### src/rtl/genius_display_pkg.sv
// Shared types and constants for the Genius display path:
// sequencer states, command opcodes, colors and sprite flag ordering.
package genius_display_pkg;

    typedef enum logic [2:0] {
        ST_IDLE,
        ST_ARM,
        ST_FLASH_ON,
        ST_FLASH_GAP,
        ST_LOSE,
        ST_WIN
    } state_e;

    localparam logic [1:0] OP_FLASH = 2'd0;
    localparam logic [1:0] OP_LOSE  = 2'd1;
    localparam logic [1:0] OP_WIN   = 2'd2;
    localparam logic [1:0] OP_CLEAR = 2'd3;

    localparam logic [1:0] COLOR_BLUE   = 2'd0;
    localparam logic [1:0] COLOR_GREEN  = 2'd1;
    localparam logic [1:0] COLOR_RED    = 2'd2;
    localparam logic [1:0] COLOR_YELLOW = 2'd3;

    // Bit order must match the VGA controller's sprite table.
    localparam int FLAG_BLUE   = 0;
    localparam int FLAG_GREEN  = 1;
    localparam int FLAG_RED    = 2;
    localparam int FLAG_YELLOW = 3;
    localparam int FLAG_LOSE   = 4;
    localparam int FLAG_WIN    = 5;
    localparam int FLAG_PWR    = 6;
    localparam int FLAG_W      = 7;

    function automatic logic [3:0] color_flag(input logic [1:0] color);
        return 4'b0001 << color;
    endfunction

endpackage

### src/rtl/frame_tick_detect.sv
// Falling-edge detector on active-low vertical sync.
// Produces a one-cycle frame tick at the start of each sync pulse.
module frame_tick_detect (
    input  logic clk,
    input  logic rst,
    input  logic vs_n,
    output logic tick
);

    logic vs_q;
    logic vs_d;

    always_comb begin
        vs_d = vs_n;
    end

    // Resetting high suppresses a spurious tick right after reset.
    always_ff @(posedge clk or posedge rst) begin
        if (rst) begin
            vs_q <= 1'b1;
        end else begin
            vs_q <= vs_d;
        end
    end

    assign tick = vs_q & ~vs_n;

endmodule

### src/rtl/display_sequencer.sv
// Frame-synchronous sprite-flag sequencer: turns game display
// commands into sprite flags that change only at vertical sync.
module display_sequencer
    import genius_display_pkg::*;
#(
    parameter int FLASH_FRAMES = 30,
    parameter int GAP_FRAMES   = 10,
    parameter int BLINK_FRAMES = 15
) (
    input  logic              VGA_CLK,
    input  logic              RESET,
    input  logic              VGA_VS,
    input  logic              POWER_ON,
    input  logic              CMD_VALID,
    output logic              CMD_READY,
    input  logic [1:0]        CMD_OP,
    input  logic [1:0]        CMD_COLOR,
    output logic [FLAG_W-1:0] SPRITES_FLAGS,
    output logic              FLASH_DONE
);

    localparam logic [7:0] FLASH_RLD = 8'(FLASH_FRAMES - 1);
    localparam logic [7:0] GAP_RLD   = 8'(GAP_FRAMES - 1);
    localparam logic [7:0] BLINK_RLD = 8'(BLINK_FRAMES - 1);

    logic tick;

    frame_tick_detect u_tick (
        .clk  (VGA_CLK),
        .rst  (RESET),
        .vs_n (VGA_VS),
        .tick (tick)
    );

    state_e            state_q, state_d;
    logic [1:0]        op_q, op_d;
    logic [1:0]        color_q, color_d;
    logic [7:0]        cnt_q, cnt_d;
    logic [FLAG_W-1:0] flags_q, flags_d;
    logic              done_q, done_d;
    logic              pwr_s1_q, pwr_s1_d;
    logic              pwr_s2_q, pwr_s2_d;
    logic              accept;

    always_comb begin
        CMD_READY = (state_q == ST_IDLE) ||
                    (state_q == ST_LOSE) ||
                    (state_q == ST_WIN);
    end

    assign accept = CMD_VALID & CMD_READY;

    always_comb begin
        state_d  = state_q;
        op_d     = op_q;
        color_d  = color_q;
        cnt_d    = cnt_q;
        flags_d  = flags_q;
        done_d   = 1'b0;
        pwr_s1_d = POWER_ON;
        pwr_s2_d = pwr_s1_q;

        if (tick) begin
            flags_d[FLAG_PWR] = pwr_s2_q;
        end

        unique case (state_q)
            ST_IDLE: begin
                if (accept) begin
                    op_d    = CMD_OP;
                    color_d = CMD_COLOR;
                    state_d = ST_ARM;
                end
            end
            ST_ARM: begin
                if (tick) begin
                    flags_d[FLAG_WIN:FLAG_BLUE] = '0;
                    unique case (op_q)
                        OP_FLASH: begin
                            flags_d[FLAG_YELLOW:FLAG_BLUE] = color_flag(color_q);
                            cnt_d   = FLASH_RLD;
                            state_d = ST_FLASH_ON;
                        end
                        OP_LOSE: begin
                            flags_d[FLAG_LOSE] = 1'b1;
                            state_d = ST_LOSE;
                        end
                        OP_WIN: begin
                            flags_d[FLAG_WIN] = 1'b1;
                            cnt_d   = BLINK_RLD;
                            state_d = ST_WIN;
                        end
                        default: begin
                            state_d = ST_IDLE;
                        end
                    endcase
                end
            end
            ST_FLASH_ON: begin
                if (tick) begin
                    if (cnt_q == 8'd0) begin
                        flags_d[FLAG_YELLOW:FLAG_BLUE] =
                            flags_q[FLAG_YELLOW:FLAG_BLUE] & ~color_flag(color_q);
                        cnt_d   = GAP_RLD;
                        state_d = ST_FLASH_GAP;
                    end else begin
                        cnt_d = cnt_q - 8'd1;
                    end
                end
            end
            ST_FLASH_GAP: begin
                if (tick) begin
                    if (cnt_q == 8'd0) begin
                        done_d  = 1'b1;
                        state_d = ST_IDLE;
                    end else begin
                        cnt_d = cnt_q - 8'd1;
                    end
                end
            end
            ST_LOSE: begin
                if (accept) begin
                    op_d    = CMD_OP;
                    color_d = CMD_COLOR;
                    state_d = ST_ARM;
                end
            end
            ST_WIN: begin
                if (tick) begin
                    if (cnt_q == 8'd0) begin
                        flags_d[FLAG_WIN] = ~flags_q[FLAG_WIN];
                        cnt_d = BLINK_RLD;
                    end else begin
                        cnt_d = cnt_q - 8'd1;
                    end
                end
                if (accept) begin
                    op_d    = CMD_OP;
                    color_d = CMD_COLOR;
                    state_d = ST_ARM;
                end
            end
            default: begin
                state_d = ST_IDLE;
            end
        endcase
    end

    always_ff @(posedge VGA_CLK or posedge RESET) begin
        if (RESET) begin
            state_q  <= ST_IDLE;
            op_q     <= OP_FLASH;
            color_q  <= COLOR_BLUE;
            cnt_q    <= 8'd0;
            flags_q  <= '0;
            done_q   <= 1'b0;
            pwr_s1_q <= 1'b0;
            pwr_s2_q <= 1'b0;
        end else begin
            state_q  <= state_d;
            op_q     <= op_d;
            color_q  <= color_d;
            cnt_q    <= cnt_d;
            flags_q  <= flags_d;
            done_q   <= done_d;
            pwr_s1_q <= pwr_s1_d;
            pwr_s2_q <= pwr_s2_d;
        end
    end

    assign SPRITES_FLAGS = flags_q;
    assign FLASH_DONE    = done_q;

endmodule

### config.mk
export PLATFORM = sky130hd
export DESIGN_NAME = display_sequencer
export DESIGN_NICKNAME = d
export VERILOG_FILES = /design/src/rtl/genius_display_pkg.sv /design/src/rtl/frame_tick_detect.sv /design/src/rtl/display_sequencer.sv
export SDC_FILE = /design/constraint.sdc
export NUM_CORES = 1
export LEC_CHECK = 0
export ABC_CLOCK_PERIOD_IN_PS = 2100
export BUFFER_PORTS_ARGS = -buffer_cell sky130_fd_sc_hd__buf_2
export CAP_MARGIN = 25
export CORE_MARGIN = 3
export CORE_UTILIZATION = 51
export CTS_CLUSTER_DIAMETER = 120
export CTS_CLUSTER_SIZE = 12
export DETAILED_ROUTE_END_ITERATION = 10
export GPL_ROUTABILITY_DRIVEN = 0
export GPL_TIMING_DRIVEN = 0
export PLACE_DENSITY = 0.84
export SLEW_MARGIN = 20
export SYNTH_ARGS = -nofsm -noshare
export SYNTH_HDL_FRONTEND = slang
export SYNTH_SLANG_ARGS = --single-unit
### constraint.sdc
create_clock -name VGA_CLK -period 2.1 [get_ports VGA_CLK]
set_input_delay 0.315 -clock VGA_CLK [delete_from_list [all_inputs] [get_ports VGA_CLK]]
set_output_delay 0.315 -clock VGA_CLK [all_outputs]
set_load 0.02 [all_outputs]
==> flow_summary.toml <==
[critical_path]
reg2reg_depth = 7
rrSetupSlack_ns = 0.07
critPathArrivalTime_ns = 2.24
r2r-start = "cnt_q[1]$_DFFE_PP0P_"
critPathMaxStageDelay_ns = 0.51
cp.required_ns = 2.31
cp-end-kind = "flop"
crit_type = "reg2reg"
crit_chain = "inv_2 > ha_4 > or4b_4 > nor3_2 > o21ai_2 > a21oi_1 > o22ai_1"
cp-start-kind = "flop"
crit_fanout = 7
r2r_end = "cnt_q[5]$_DFFE_PP0P_"
cpMaxStageDelayCell = "or4b_4"

[layout]
fin_cells = 213
n_antenna_cell = 0
drive_gt1_frac = 0.2514
fin_nets = 197
fin_area_mm2 = 0.001717
regArea_um2 = 651.9
syn2layout_area_growth_pct = 17.17
multiInputGateArea_um2 = 795.8
num-fill-cells = 200

[global_route]
grt_pass1_vias = 1235
grt_overflow_total = 0
antenna_found_initial = 0
grt_max_degree = 27
grtUsageTotal = 0.2041
grt_pass1_wl_mm = 5.609

[floorplanning]
start_util = 0.5608
rows = 18
die_width_um = 59.60
fp.coreArea_mm2 = 0.002613
ioPinCount = 18
die-area_mm2 = 0.003552
die_height_um = 59.60

[synthesis]
synth_cell_types = 43
synth_edf_count = 0
syn-num-nets = 170
yosys_register_bits = 26
synth.most_common_cell = "dfrtp_1"
synth_cells = 157
syn_area_per_cell_um2 = 9.332
synthArstFlopShare = 1.000
ys_warn_count = 0
synth_area_mm2 = 0.001465
yosysTopAreaCell = "dfrtp_1"
ys_seq_area_frac = 0.4449
synth.area.top_cells = "dfrtp_1 (43%), nand2_1 (4.6%), a21oi_1 (4.1%)"
synth.top_cell.area_share = 0.4270
synth-main-ff-cell = "dfrtp_1"
synth_commonest_cells = "dfrtp_1 (25), nand2_1 (18), a21oi_1 (12)"

[cts]
cts.sinks = 26
clk_latency_ns = 0.32
numCtsBuffers = 3
root_buffer = "clkbuf_4"
clk_pin_slew_ns = 0.14
clockBufferDepth = 2
cts_tree = "yes"
cts.htree.levels = 1

[timing]
worst_pin_slew_ns = 0.4427
setup_violations = 0
worst_slack_ns = 0.07396
relSlewSlack = 0.7049
finalHoldViolations = 0
fmax_ghz = 0.4936
rsz0062_at_grt = "yes"
finClkSkew_ns = 0.001921
slew_viol_final = 0
period_needed_ns = 2.026
tns_ns = 0
fin_crit_sh = 0.9648

[drt]
wirelength_mm = 3.284
vias_per_cell = 6.146
drt-pass1-iter-count = 6
wl_per_cell_um = 15.42
drt-initial-drc-count = 53
antenna_left = 0
vias = 1309
drc = 0

[pwr]
p_leak_uw = 0.0007315
powerDensity_mw_per_mm2 = 1320
peakVddDrop_v = 0.0008563

[placed_design]
dpl_cell_area_mm2 = 0.001588
dpl.hpwl_mm = 2.304
io_buffers = 17
place_inst = 204
pre_cts_slack_ns = -0.01495

[worst_hold_path]
hold_path.class = "in2reg"
hold_depth = 1
whs_endpoint = "pwr_s1_q$_DFF_PP0_"
min-delay-start = "POWER_ON"

[job]
cap_violations = 0

[outcome]
status = "finished, final reports clean"
power breakdown:
| part | switching, uW | total (uW) | internal (uW) |
|---|---|---|---|
| registers | 168 | 827 | 659 |
| clock network | 151 | 257 | 106 |
| logic | 703 | 1180 | 478 |
worst max-delay path by stage:
stage | endpoint | cells past startpoint | startpoint
floorplan | cnt_q[0]$_DFFE_PP0P_ | 7 | cnt_q[0]$_DFFE_PP0P_
global placement | SPRITES_FLAGS[0]$_DFFE_PP0P_ | 7 | cnt_q[0]$_DFFE_PP0P_
detailed placement | SPRITES_FLAGS[0]$_DFFE_PP0P_ | 7 | cnt_q[0]$_DFFE_PP0P_
CTS | cnt_q[0]$_DFFE_PP0P_ | 7 | cnt_q[1]$_DFFE_PP0P_
global route | cnt_q[0]$_DFFE_PP0P_ | 7 | cnt_q[1]$_DFFE_PP0P_
finish | cnt_q[5]$_DFFE_PP0P_ | 7 | cnt_q[1]$_DFFE_PP0P_
routing by layer:
layer | wire (um) | track usage | vias up
met3 | 198 | 0.02179 | 6
met1 | 1447 | 0.2837 | 630
met2 | 1604 | 0.3401 | 49
met5 | 0 | 0 | -
li1 | - | - | 624
met4 | 34 | 0.05063 | 0
registers in the layout, indices dropped and copies added (netlist names):
signal / count
SPRITES_FLAGS: 7
state_q: 3
color_q: 2
cnt_q: 8
op_q: 2
pwr_s1_q: 1
pwr_s2_q: 1
u_tick.vs_q: 1
FLASH_DONE: 1
timing repair:
| item | 4_1_cts | 5_1_grt |
|---|---|---|
| endpoints found under the hold margin | 0 | 6 |
| pin swaps | 0 | 1 |
| hold buffers | 0 | 1 |
| setup endpoints to repair | 5 | 12 |
| cloned | 0 | 0 |
| gates resized for setup | 1 | 11 |
| buffers inserted | 1 | 2 |
cells by family (layout without fill, tap and decap cells):
kind of cell             count (synthesis)  after routing  synth area share
AND/OR/NAND/NOR                         58             58            0.2314
AO/OA/AOI/OAI                           46             46            0.1973
flip-flops                              26             26            0.4449
buffers and inverters                   16             42           0.04184
multiplexers                             6              6           0.04440
adder cells (fa/ha/maj)                  4              4           0.03416
XOR/XNOR                                 1              1          0.005979
worst max-delay path, delay by kind of cell (launching register included):
kind	cells	cell delay, ns
AO/OA/AOI/OAI	3	0.47
adder cells (fa/ha/maj)	1	0.13
buffers and inverters	1	0.08
flip-flops	1	0.44
AND/OR/NAND/NOR	2	0.80
cell type report:
class / instances / share of cell area
Buffer: 5 / 0.01239
Clock buffer: 4 / 0.02114
Inverter: 11 / 0.02405
Multi-Input combinational cell: 115 / 0.4636
Sequential cell: 26 / 0.3797
Tap cell: 30 / 0.02187
Timing Repair Buffer: 22 / 0.07726
metrics by stage:
step,hold slack [ns],power [uW],util
after detailed placement,0.3364,1871,0.6078
after global routing,0.07898,2458,0.6571
final,0.08815,2265,0.6571
after global placement,0.3403,1805,0.6078
after floorplan,0.3195,1606,-
after CTS,0.07932,2164,0.6279
cell usage in the layout, fill, tap and decap left out, drive strengths merged, types with 3 or more instances in the layout:
master	instances
nand2	18
o22ai	5
o21ai	14
nor2	7
a31oi	4
nor2b	3
or3	4
o211ai	4
clkbuf	8
dfrtp	25
inv	11
mux2	4
nand2b	4
nor3	7
a21oi	12
ha	4
buf	22
(Power assumes the default switching activity.)
